[src/rtl/pkt_cntr_event_gen.sv]
// Packet pipeline monitor: 2-entry skid buffer plus framing tracker
// that emits counter update/decrement pulses for generic_cntr_regs.
module pkt_cntr_event_gen #(
    parameter int DATA_WIDTH    = 64,
    parameter int CTRL_WIDTH    = DATA_WIDTH / 8,
    parameter int MIN_PKT_WORDS = 8
) (
    input  logic                  clk,
    input  logic                  reset,
    input  logic [DATA_WIDTH-1:0] in_data,
    input  logic [CTRL_WIDTH-1:0] in_ctrl,
    input  logic                  in_wr,
    output logic                  in_rdy,
    output logic [DATA_WIDTH-1:0] out_data,
    output logic [CTRL_WIDTH-1:0] out_ctrl,
    output logic                  out_wr,
    input  logic                  out_rdy,
    input  logic                  pkt_consumed,
    output logic [1:0]            updates,
    output logic [1:0]            decrement
);

    typedef struct packed {
        logic [CTRL_WIDTH-1:0] ctrl;
        logic [DATA_WIDTH-1:0] data;
    } word_t;

    typedef enum logic {
        HDR,
        PAYLOAD
    } state_t;

    localparam logic [7:0] MIN_W = 8'(MIN_PKT_WORDS);

    word_t       mem0;
    word_t       mem1;
    word_t       in_word;
    logic [1:0]  count;
    logic [1:0]  count_nxt;
    logic        push;
    logic        pop;
    logic        wr_idx;
    state_t      state;
    logic [7:0]  wcnt;
    logic        head_is_ctrl;
    logic        runt;

    assign in_word = '{ctrl: in_ctrl, data: in_data};
    assign push    = in_wr && in_rdy;
    assign out_wr  = (count != 2'd0) && out_rdy;
    assign pop     = out_wr;

    assign out_data = (count != 2'd0) ? mem0.data : '0;
    assign out_ctrl = (count != 2'd0) ? mem0.ctrl : '0;

    // Slot for an incoming word after the head (possibly) shifts out
    assign wr_idx = (count == 2'd2) || ((count == 2'd1) && !pop);

    always_comb begin
        count_nxt = count;
        unique case (1'b1)
            push && !pop: count_nxt = count + 2'd1;
            pop && !push: count_nxt = count - 2'd1;
            default:      count_nxt = count;
        endcase
    end

    always_ff @(posedge clk) begin
        if (reset) begin
            count  <= 2'd0;
            in_rdy <= 1'b0;
        end else begin
            count  <= count_nxt;
            in_rdy <= (count_nxt < 2'd2);
        end
    end

    always_ff @(posedge clk) begin
        if (push && !wr_idx) begin
            mem0 <= in_word;
        end else if (pop) begin
            mem0 <= mem1;
        end
        if (push && wr_idx) begin
            mem1 <= in_word;
        end
    end

    assign head_is_ctrl = (mem0.ctrl != '0);
    // Final length includes the EOP word itself
    assign runt = ({1'b0, wcnt} + 9'd1) < {1'b0, MIN_W};

    always_ff @(posedge clk) begin
        if (reset) begin
            state     <= HDR;
            wcnt      <= 8'd0;
            updates   <= 2'b00;
            decrement <= 2'b00;
        end else begin
            updates   <= 2'b00;
            decrement <= {1'b0, pkt_consumed};
            if (out_wr) begin
                unique case (state)
                    HDR: begin
                        if (!head_is_ctrl) begin
                            state <= PAYLOAD;
                            wcnt  <= 8'd1;
                        end
                    end
                    PAYLOAD: begin
                        if (!head_is_ctrl) begin
                            if (wcnt < MIN_W) begin
                                wcnt <= wcnt + 8'd1;
                            end
                        end else begin
                            state   <= HDR;
                            wcnt    <= 8'd0;
                            updates <= {runt, 1'b1};
                        end
                    end
                    default: begin
                        state <= HDR;
                        wcnt  <= 8'd0;
                    end
                endcase
            end
        end
    end

endmodule
[config.mk]
export PLATFORM = sky130hd
export DESIGN_NAME = pkt_cntr_event_gen
export DESIGN_NICKNAME = d
export VERILOG_FILES = /design/src/rtl/pkt_cntr_event_gen.sv
export SDC_FILE = /design/constraint.sdc
export NUM_CORES = 1
export LEC_CHECK = 0
export ABC_CLOCK_PERIOD_IN_PS = 14620
export CAP_MARGIN = 20
export CORE_ASPECT_RATIO = 1.2
export CORE_MARGIN = 1
export CORE_UTILIZATION = 45
export CTS_BUF_LIST = sky130_fd_sc_hd__clkbuf_8
export DETAILED_ROUTE_END_ITERATION = 7
export PLACE_DENSITY = 0.82
export SKIP_CTS_REPAIR_TIMING = 1
export SLEW_MARGIN = 15
export SYNTH_ARGS = -nofsm -noshare
export SYNTH_HDL_FRONTEND = slang
export SYNTH_SLANG_ARGS = --single-unit
[constraint.sdc]
create_clock -name clk -period 14.62 [get_ports clk]
set_input_delay 2.924 -clock clk [delete_from_list [all_inputs] [get_ports clk]]
set_output_delay 2.924 -clock clk [all_outputs]
set_load 0.01 [all_outputs]
== Word-level counts from Yosys, hierarchy flattened ==
Index checks and enable logic that the tools add are counted.

* Bits in registers: 160
* Input bits: 77
* Output and inout bits: 78
* Word-level logic and storage cells: 54

* $add $sub $neg: 4
* Magnitude comparators: 3
* Equal/unequal tests: 4
* Mux-type cells: 11
* Bitwise gates (word level): 3
* Reduce and logical (&&, ||, !) cells: 17

{| class="wikitable"
|+ Operators by type and width
! cell !! count
|-
| 72-bit 2-to-1 mux || 2
|-
| 64-bit 2-to-1 mux || 1
|-
| 8-bit 2-to-1 mux || 4
|-
| 8-bit case mux with 2 select lines || 1
|-
| 8-bit by 1-bit adder with 9-bit output (second input constant) || 1
|-
| 9-bit by 4-bit < comparator with 1-bit output (second input constant) || 1
|-
| 8-bit by 1-bit adder with 8-bit output (second input constant) || 1
|-
| 8-bit by 4-bit < comparator with 1-bit output (second input constant) || 1
|-
| 8-bit nonzero test || 1
|-
| 1-bit logical AND || 7
|-
| 2-bit case mux with 2 select lines || 1
|-
| 2-bit nonzero test || 2
|-
| 4-bit OR reduction || 1
|-
| 1-bit logical NOT || 3
|-
| 3-bit by 1-bit != test with 1-bit output (second input constant) || 1
|-
| 1-bit NOT || 3
|-
| 3-bit AND reduction || 1
|-
| 3-bit OR reduction || 1
|-
| 2-bit by 1-bit adder with 2-bit output (second input constant) || 1
|-
| 2-bit by 1-bit equality test with 1-bit output (second input constant) || 1
|-
| 2-bit equality test (second input constant) || 1
|-
| 2-bit < comparator (second input constant) || 1
|-
| 1-bit 2-to-1 mux || 2
|-
| 2-bit != test (second input constant) || 1
|-
| other kinds (2) || 2
|}

== Longest topological paths before layout ==
Gate-level depths: netlist (run 1).

* Depth in word-level cells: 8
* Mapped depth: 11
* Mapped depth without buffers: 9

== Worst setup path after synthesis (run 1) ==
OpenSTA, ideal clock, no wires.

* Kind: in2reg
* From: in out_rdy
* To: reg mem1[0] in the netlist's numbering, enable pin
* Library setup time: 0.504 ns
* Arrival: 6.171 ns
* Required time: 14.116 ns
* Slack: 7.946 ns
* Stages on the path: 4
* Path buffers: 1
* Cell sequence: nand2b_4 buf_6 a21oi_2 nor2_1

* Word-level cells in the longest chain between the ends: 5

{| class="wikitable"
|+ RTL lines
! what !! line !! text
|-
| from (decl) || 17 || <nowiki>input logic out_rdy,</nowiki>
|-
| 1-bit logical AND || 50 || <nowiki>assign out_wr = (count != 2'd0) && out_rdy;</nowiki>
|-
| 1-bit logical NOT || 57 || <nowiki>assign wr_idx = (count == 2'd2) || ((count == 2'd1) && !pop);</nowiki>
|-
| 1-bit logical AND || 57 ||
|-
| 1-bit logical OR || 57 ||
|-
| 1-bit logical AND || 84 || <nowiki>if (push && wr_idx) begin</nowiki>
|-
| to (signal assigned) || 85 || <nowiki>mem1 <= in_word;</nowiki>
|-
| to (decl) || 36 || <nowiki>word_t mem1;</nowiki>
|}

No other way between the ends.
A chain may end at the register's enable or synchronous reset.

== Worst setup path in the final report (run 1) ==
* From: in out_rdy
* To: out out_wr

* Word-level cells in the longest chain between the ends: 1

{| class="wikitable"
|+ RTL lines
! what !! line !! text
|-
| 1-bit logical AND || 50 ||
|-
| to (decl) || 16 || <nowiki>output logic out_wr,</nowiki>
|}

No other way between the ends.

==> impl_metrics.py, run 1 <==
metrics = {
    "cells_and_area": {
        "num-fill-cells": 1214,
        "area_growth_pct": 28.6,
        "drive_above_1_share": 0.200,
        "n_antenna_cell": 0,
        "nets": 635,
        "most-common-layout-cells": "153 x clkdlybuf4s50_1, 144 x edfxtp_1, 72 x nor2b_1",
        "post-route-util": 0.591,
        "final_common_cell": "clkdlybuf4s50_1",
        "stdcell_count": 769,
    },
    "worst_setup_path": {
        "start_kind": "input pin",
        "crit_family": "buffers and inverters",
        "endpoint_kind": "output port",
        "crit_type": "input pin to output port",
        "worstPathCellList": "clkdlybuf4s50_1 -> nand2b_4 -> inv_2 -> clkdlybuf4s50_1",
        "max_stage_delay_ns": 0.56,
        "slowest_stage": "clkdlybuf4s50_1",
        "crit_arrival_ns": 4.23,
        "cp.required_ns": 11.70,
        "cpMostUsedCell": "clkdlybuf4s50_1",
        "worstPathMaxFanout": 9,
        "critPathBufInv": 3,
    },
    "die": {
        "start_util": 0.459,
        "die_w_microns": 115,
        "ios": 155,
        "core_area_sq_um": 15000,
        "die_height_microns": 137,
        "fp-row-count": 49,
        "dieArea_sq_um": 15800,
    },
    "timing": {
        "worstMarginPinSlew_ns": 1.03,
        "rsz0062_at_grt": "no",
        "fmax_mhz": 140,
        "fin_crit_sh": 0.489,
        "hold_viol": 0,
        "setup_viol": 0,
        "layout_min_cycle_time_ns": 7.15,
        "worst_clock_skew_ns": 0.00962,
        "maxSlewHeadroom": 0.312,
        "tns_ns": 0,
        "report.final.slew_viol_count": 0,
    },
    "clock_network": {
        "clock_latency_ns": 0.45,
        "clkSinkCount": 159,
        "clk_pin_slew_ns": 0.08,
        "ctsRootBufferMaster": "clkbuf_8",
        "cts_tree": "built",
        "cts_buffer_depth": 2,
        "cts_buffers": 17,
        "h-tree-depth": 4,
    },
    "logic_synthesis": {
        "synth-seq-cells": 159,
        "seq_area_frac_synth": 0.673,
        "syn_avg_cell_area_sq_um": 17.3,
        "syn_area_sq_um": 6870,
        "yosys_warnings": 0,
        "synthTopCellsByArea": "edfxtp_1 63%, mux2_4 15%, nor2b_1 6.6%",
        "ys.flop_type": "edfxtp_1",
        "postSynthCellCount": 396,
        "synth_largest_area_cell": "edfxtp_1",
        "synth_nets": 479,
        "synth_top_area_frac": 0.630,
        "synth-edff-count": 144,
        "ys_async_sr_fraction": 0,
        "synthDistinctLibCells": 47,
    },
    "global_routing": {
        "grt_pass1_wl_microns": 18800,
        "antenna_found_initial": 0,
        "grt_usage": 0.163,
        "grt_max_degree": 73,
        "grt_overflow": 0,
        "grt_pass1_vias": 3802,
    },
    "routing": {
        "drc": 0,
        "vias": 3748,
        "wire_per_inst_microns": 16.1,
        "met3_length_microns": 658,
        "top_layer": "met4",
        "drt-total-wl_microns": 12300,
        "dr_wl_met2_microns": 6430,
        "wl_met1_microns": 5090,
        "ant_nets": 0,
        "drt_iter0_drc": 184,
        "firstDrtPassIters": 4,
        "vias_per_cell": 4.87,
    },
    "power": {
        "power_density_nw_per_um2": 103,
        "p_leak_nw": 3.05,
        "irDropWorstVdd_mv": 0.0694,
    },
    "run_status": {
        "outcome": "completed",
    },
    "placement": {
        "gp_congestion": 0.829,
        "dp_cells": 737,
        "dp_hpwl_microns": 8360,
        "port_buffers": 153,
    },
    "run": {
        "max_cap_viol_count": 0,
    },
    "worst_hold_path": {
        "hold_path_class": "register to register",
    },
}
[report_power, final]
group / leakage [nW] / switching, mW / total [mW] / internal [mW]
logic: 1.42 / 0.0386 / 0.0933 / 0.0547
clock network: 0.192 / 0.154 / 0.302 / 0.147
registers: 1.45 / 0.00381 / 0.519 / 0.515
total: 3.05 / 0.197 / 0.914 / 0.717
[tightest hold or removal path: cells and delay by family (launching register included)]
family | cells | cell delay, ns
DFF | 1 | 0.35
and+or+nand+nor | 1 | 0.06
AOI/OAI and AO/OA | 1 | 0.06
[state kept, by name (all words and copies together) (netlist names)]
signal and count:
decrement 1, wcnt 8, mem1 72, state 1, updates 2, count 2, mem0 72, in_rdy 1
[cells in the mapped netlist (2+ instances only)]
cell / instances
edfxtp_1: 144
nor2b_1: 72
mux2_4: 69
dfxtp_1: 15
buf_12: 8
clkbuf_1: 8
nand2_1: 7
and2_1: 6
ha_1: 6
nor2_1: 6
inv_1: 5
a21oi_1: 4
a31oi_1: 3
mux2_2: 3
nor3_1: 3
and2b_1: 2
buf_6: 2
nand2b_1: 2
nor4_1: 2
nor4_2: 2
[cell families after synthesis]
kind of cell,Yosys count,synth area share
other,1,0.000546
AOI/OAI and AO/OA,19,0.0195
adders and majority gates,6,0.0109
muxes,73,0.157
buffers and inverters,25,0.0353
DFF,159,0.673
and+or+nand+nor,113,0.103
[path summary, 6_finish.rpt]
| kind | from | depth (start not counted) | slack (ns) | endpoint |
|---|---|---|---|---|
| worst max register to register | count[0]$_SDFFE_PP0N_ | 7 | 11.35 | mem0[0]$_DFFE_PP_ |
| worst max-delay path | out_rdy | 4 | 7.47 | out_wr |
| worst min-delay path | count[0]$_SDFFE_PP0N_ | 2 | 0.51 | count[0]$_SDFFE_PP0N_ |
| worst min register to register | count[0]$_SDFFE_PP0N_ | 2 | 0.51 | count[0]$_SDFFE_PP0N_ |
[through the flow]
| stage | power, mW | area (sq um) | setup WS, ns | hold WS [ns] |
|---|---|---|---|---|
| detailed placement | 0.624 | 8470 | 7.47 | 0.491 |
| finish | 0.914 | 8830 | 7.47 | 0.513 |
| CTS | 0.926 | 8830 | 7.47 | 0.509 |
| global placement | 0.620 | 8470 | 7.49 | 0.478 |
| global route | 0.948 | 8830 | 7.42 | 0.545 |
| floorplan | 0.583 | 6870 | 7.95 | 0.464 |
[layout make-up]
type	count	area (sq um)	area share
sequential	159	4620	0.523
clock inverter	15	131	0.0149
multi-input combinational	212	2010	0.228
inverter	6	22.5	0.00255
clock buffer	17	234	0.0265
tap	204	255	0.0289
timing repair buffer	156	1550	0.176
[metal layers]
metal | vias to the layer above | track usage
li1 | 1771 | -
met1 | 1849 | 0.187
met2 | 110 | 0.275
met3 | 18 | 0.0598
met4 | 0 | 0.0649
met5 | - | 0
Power figures use the tool's default switching activity.
==> run 2, diff against run 1 <==
Settings changed: ABC_CLOCK_PERIOD_IN_PS 14620 to 6800.
Clock period 14.62 ns to 6.8 ns, I/O delays scaled along.
==> run 2 against run 1 <==
Critical path type unchanged. Via count is 0.11% higher. Cell area rose by 0.61%. Critical endpoint unchanged. Routed wire length grew 1.4%. Non-clock buffer count unchanged. Sequential power up 110%. Total power increased by 120%. Global-route usage up 0.45 points. First-iteration DRC count rose by 27%. Final cell count is the same.
==> impl_metrics.py, run 2 (synthesized netlist as in run 1, its figures left out) <==
metrics = {
    "run_status": {
        "outcome": "completed",
    },
    "routing": {
        "vias_per_cell": 4.88,
        "firstDrtPassIters": 4,
        "vias": 3752,
        "drt_iter0_drc": 234,
        "drc": 0,
        "ant_nets": 0,
        "drt-total-wl_microns": 12500,
        "wire_per_inst_microns": 16.3,
    },
    "clock_network": {
        "cts_buffers": 17,
        "h-tree-depth": 4,
        "clkSinkCount": 159,
        "ctsRootBufferMaster": "clkbuf_8",
        "cts_tree": "built",
        "cts_buffer_depth": 2,
        "clock_latency_ns": 0.45,
        "clk_pin_slew_ns": 0.08,
    },
    "worst_setup_path": {
        "critPathBufInv": 3,
        "slowest_stage": "clkdlybuf4s50_1",
        "regToRegStartpoint": "count[0]$_SDFFE_PP0N_",
        "crit_path_start": "out_rdy",
        "crit_type": "input pin to output port",
        "worstPathMaxFanout": 9,
        "max_stage_delay_ns": 0.56,
        "cp.required_ns": 5.44,
        "endpoint_kind": "output port",
        "start_kind": "input pin",
        "worstPathCellList": "clkdlybuf4s50_1 -> nand2b_4 -> inv_2 -> clkdlybuf4s50_1",
        "crit_arrival_ns": 2.66,
        "cpMostUsedCell": "clkdlybuf4s50_1",
        "crit_family": "buffers and inverters",
    },
    "die": {
        "dieArea_sq_um": 15800,
        "ios": 155,
        "fp-row-count": 49,
        "core_area_sq_um": 15000,
        "start_util": 0.459,
        "die_height_microns": 137,
        "die_w_microns": 115,
    },
    "power": {
        "irDropWorstVdd_mv": 0.189,
        "power_density_nw_per_um2": 229,
        "p_leak_nw": 3.06,
        "finalPower_mw": 2.04,
    },
    "cells_and_area": {
        "register_area_sq_um": 4620,
        "post-route-util": 0.594,
        "final_common_cell": "clkdlybuf4s50_1",
        "drive_above_1_share": 0.207,
        "most-common-layout-cells": "153 x clkdlybuf4s50_1, 144 x edfxtp_1, 72 x nor2b_1",
        "num-fill-cells": 1175,
        "postLayoutCellArea_sq_um": 8890,
        "area_growth_pct": 29.4,
        "multi_input_area_sq_um": 2010,
        "stdcell_count": 769,
        "top_regs": "mem0: 72 flops, mem1: 72 flops, wcnt: 8 flops",
        "nets": 635,
        "n_antenna_cell": 0,
    },
    "placement": {
        "preCtsSetupSlack_ns": 2.61,
        "gp_congestion": 0.855,
        "port_buffers": 153,
        "place_area_sq_um": 8470,
        "dp_hpwl_microns": 8190,
        "dp_cells": 737,
    },
    "global_routing": {
        "grt_max_degree": 74,
        "grt_pass1_vias": 3814,
        "grt_overflow": 0,
        "antenna_found_initial": 0,
        "grt_pass1_wl_microns": 19500,
        "grt_usage": 0.167,
    },
    "worst_hold_path": {
        "worstHoldStart": "count[0]$_SDFFE_PP0N_",
        "hold_path_class": "register to register",
    },
    "timing": {
        "tns_ns": 0,
        "fmax_mhz": 249,
        "setup_viol": 0,
        "worst_slack_ns": 2.78,
        "report.final.slew_viol_count": 0,
        "hold_slack_ns": 0.501,
        "hold_viol": 0,
        "worst_clock_skew_ns": 0.0114,
        "maxSlewHeadroom": 0.314,
        "fin_crit_sh": 0.591,
        "worstMarginPinSlew_ns": 1.03,
        "layout_min_cycle_time_ns": 4.02,
        "rsz0062_at_grt": "no",
    },
    "run": {
        "max_cap_viol_count": 0,
    },
}
-- run 2: cell types whose count changed in the layout (fill, tap and decap cells not counted), sizes merged --
cell / before / now
bufinv: 2 / 3
clkinv: 7 / 5
clkinvlp: 3 / 4
-- run 2: worst register-to-register path, cell delays in order (launching register included) --
cell	delay [ns]
dfxtp_1	0.37
inv_1	0.08
ha_2	0.17
buf_4	0.34
nand2b_4	0.29
a21oi_2	0.21
and2_4	0.51
buf_4	0.79
mux2_2	0.42
-- run 2: power by group --
group | internal (mW) | switching [mW]
Sequential | 1.11 | 0.00813
Clock | 0.367 | 0.357
Combinational | 0.117 | 0.0836
-- run 2: metal layers --
metal  track usage  wire, microns  vias up
met5             0              0        -
met4        0.0628            205        0
met3        0.0678            841       14
met2         0.284           6380      132
met1         0.189           5090     1826
li1              -              -     1780
-- run 2: final timing paths --
kind | endpoint | slack, ns | depth (start not counted)
hold / removal | count[0]$_SDFFE_PP0N_ | 0.50 | 2
setup / recovery | out_wr | 2.78 | 4
setup reg to reg | mem0[1]$_DFFE_PP_ | 3.37 | 8
hold reg to reg | count[0]$_SDFFE_PP0N_ | 0.50 | 2
-- run 2: layout make-up --
| cell class | instances | area share |
|---|---|---|
| sequential | 159 | 0.520 |
| multi-input combinational | 212 | 0.226 |
| timing repair buffer | 156 | 0.175 |
| tap | 204 | 0.0287 |
| clock buffer | 17 | 0.0263 |
| clock inverter | 15 | 0.0208 |
| inverter | 6 | 0.00253 |
==> run 3, diff against run 2 <==
Settings changed: ABC_CLOCK_PERIOD_IN_PS 6800 to 3600, PLACE_DENSITY 0.82 to 0.85.
Clock period 6.8 ns to 3.6 ns, I/O delays scaled along.
==> run 3 against run 2 <==
Sequential share of layout area fell by 0.073 points. Sequential power rose by 90%. Critical path type is now register to output port. Clock skew rose by 0.0059 ns. Hold slack improved by 0.020 ns. Total power rose by 80%. Final cell count rose by 0.52%. Worst setup slack got worse by 2.3 ns. Via count rose by 2.7%. Combinational power rose by 99%. Die area did not move. Highest routed layer unchanged.
==> impl_metrics.py, run 3 (synthesized netlist as in run 1, its figures left out) <==
metrics = {
    "timing": {
        "layout_min_cycle_time_ns": 3.11,
        "hold_viol": 0,
        "worst_clock_skew_ns": 0.0173,
        "tns_ns": 0,
        "fin_crit_sh": 0.865,
        "fmax_mhz": 321,
        "rsz0062_at_grt": "no",
        "report.final.slew_viol_count": 0,
        "setup_viol": 0,
    },
    "placement": {
        "dp_hpwl_microns": 9230,
        "port_buffers": 153,
        "gp_congestion": 0.860,
    },
    "clock_network": {
        "cts_buffer_depth": 2,
        "h-tree-depth": 4,
        "cts_buffers": 17,
        "ctsRootBufferMaster": "clkbuf_8",
        "cts_tree": "built",
        "clkSinkCount": 159,
        "clock_latency_ns": 0.45,
        "clk_pin_slew_ns": 0.09,
    },
    "worst_setup_path": {
        "max_stage_delay_ns": 0.53,
        "worstSetupPathDepth": 5,
        "start_kind": "register",
        "crit_arrival_ns": 2.39,
        "worst-r2r-cell-count": 7,
        "slowest_stage": "clkdlybuf4s50_1",
        "worstPathCellList": "inv_1 -> ha_2 -> buf_4 -> nor2b_1 -> clkdlybuf4s50_1",
        "critPathBufInv": 3,
        "worstPathMaxFanout": 28,
        "crit_type": "register to output port",
        "endpoint_kind": "output port",
        "crit_family": "buffers and inverters",
        "cp.required_ns": 2.88,
    },
    "die": {
        "fp-row-count": 49,
        "ios": 155,
        "die_height_microns": 137,
        "core_area_sq_um": 15000,
        "dieArea_sq_um": 15800,
        "start_util": 0.459,
        "die_w_microns": 115,
    },
    "worst_hold_path": {
        "worstHoldPathCells": 2,
        "hold_path_class": "register to register",
    },
    "routing": {
        "met3_length_microns": 718,
        "dr_wl_met2_microns": 6930,
        "wl_met1_microns": 5210,
        "top_layer": "met4",
        "drt-total-wl_microns": 13300,
        "firstDrtPassIters": 4,
        "ant_nets": 0,
        "wire_per_inst_microns": 17.2,
        "vias": 3853,
        "drc": 0,
        "vias_per_cell": 4.98,
        "drt_iter0_drc": 217,
    },
    "cells_and_area": {
        "final_common_cell": "clkdlybuf4s50_1",
        "multi_input_area_sq_um": 2010,
        "nets": 639,
        "most-common-layout-cells": "153 x clkdlybuf4s50_1, 144 x edfxtp_1, 72 x nor2b_1",
        "area_growth_pct": 29.6,
        "top_regs": "mem0: 72 flops, mem1: 72 flops, wcnt: 8 flops",
        "drive_above_1_share": 0.204,
        "n_antenna_cell": 0,
        "register_area_sq_um": 4620,
        "num-fill-cells": 1181,
    },
    "global_routing": {
        "grt_pass1_vias": 3924,
        "grt_overflow": 0,
        "antenna_found_initial": 0,
        "grt_pass1_wl_microns": 20300,
        "grt_usage": 0.173,
        "grt_max_degree": 73,
    },
    "power": {
        "power_density_nw_per_um2": 411,
        "irDropWorstVdd_mv": 0.208,
        "p_leak_nw": 3.08,
        "finalPower_mw": 3.66,
    },
    "run": {
        "max_cap_viol_count": 0,
    },
    "run_status": {
        "outcome": "completed",
    },
}
==> run 3: cell type report <==
cell class / instances / share of cell area
multi-input combinational: 212 / 0.226
inverter: 6 / 0.00253
sequential: 159 / 0.520
timing repair buffer: 160 / 0.185
clock inverter: 15 / 0.0118
clock buffer: 17 / 0.0263
tap: 204 / 0.0287
==> run 3: routing by layer <==
metal / up-vias / global-route usage
li1: 1781 / -
met1: 1895 / 0.194
met2: 146 / 0.303
met3: 31 / 0.0537
met4: 0 / 0.0801
met5: - / 0
==> run 3: path summary, 6_finish.rpt <==
check | from | to | slack [ns]
max | count[0]$_SDFFE_PP0N_ | out_data[22] | 0.49
min | count[0]$_SDFFE_PP0N_ | count[0]$_SDFFE_PP0N_ | 0.52
min reg2reg | count[0]$_SDFFE_PP0N_ | count[0]$_SDFFE_PP0N_ | 0.52
max reg2reg | count[0]$_SDFFE_PP0N_ | mem0[1]$_DFFE_PP_ | 0.93
==> run 3: worst reg2reg max path: stages (launching register included) <==
cell      delay, ns
dfxtp_1        0.38
inv_1          0.09
ha_2           0.35
nand2b_4       0.25
a21oi_2        0.22
and2_4         0.45
buf_12         0.30
mux2_2         0.39
==> run 3: metrics by stage <==
stage                     worst slack [ns]  cell area, sq um  hold slack (ns)   util  instances
after floorplan                      0.369              6870            0.464      -        396
after global placement               0.705              8560            0.476  0.572        741
after detailed placement             0.679              8560            0.499  0.572        741
after CTS                            0.446              8900            0.518  0.595        773
after global routing                 0.290              8900            0.541  0.595        773
final                                0.488              8900            0.521  0.595        773
==> run 3: where the power goes <==
part | internal (mW) | switching (mW) | total [mW]
clock | 0.528 | 0.628 | 1.16
sequential | 2.09 | 0.0165 | 2.11
combinational | 0.235 | 0.164 | 0.399
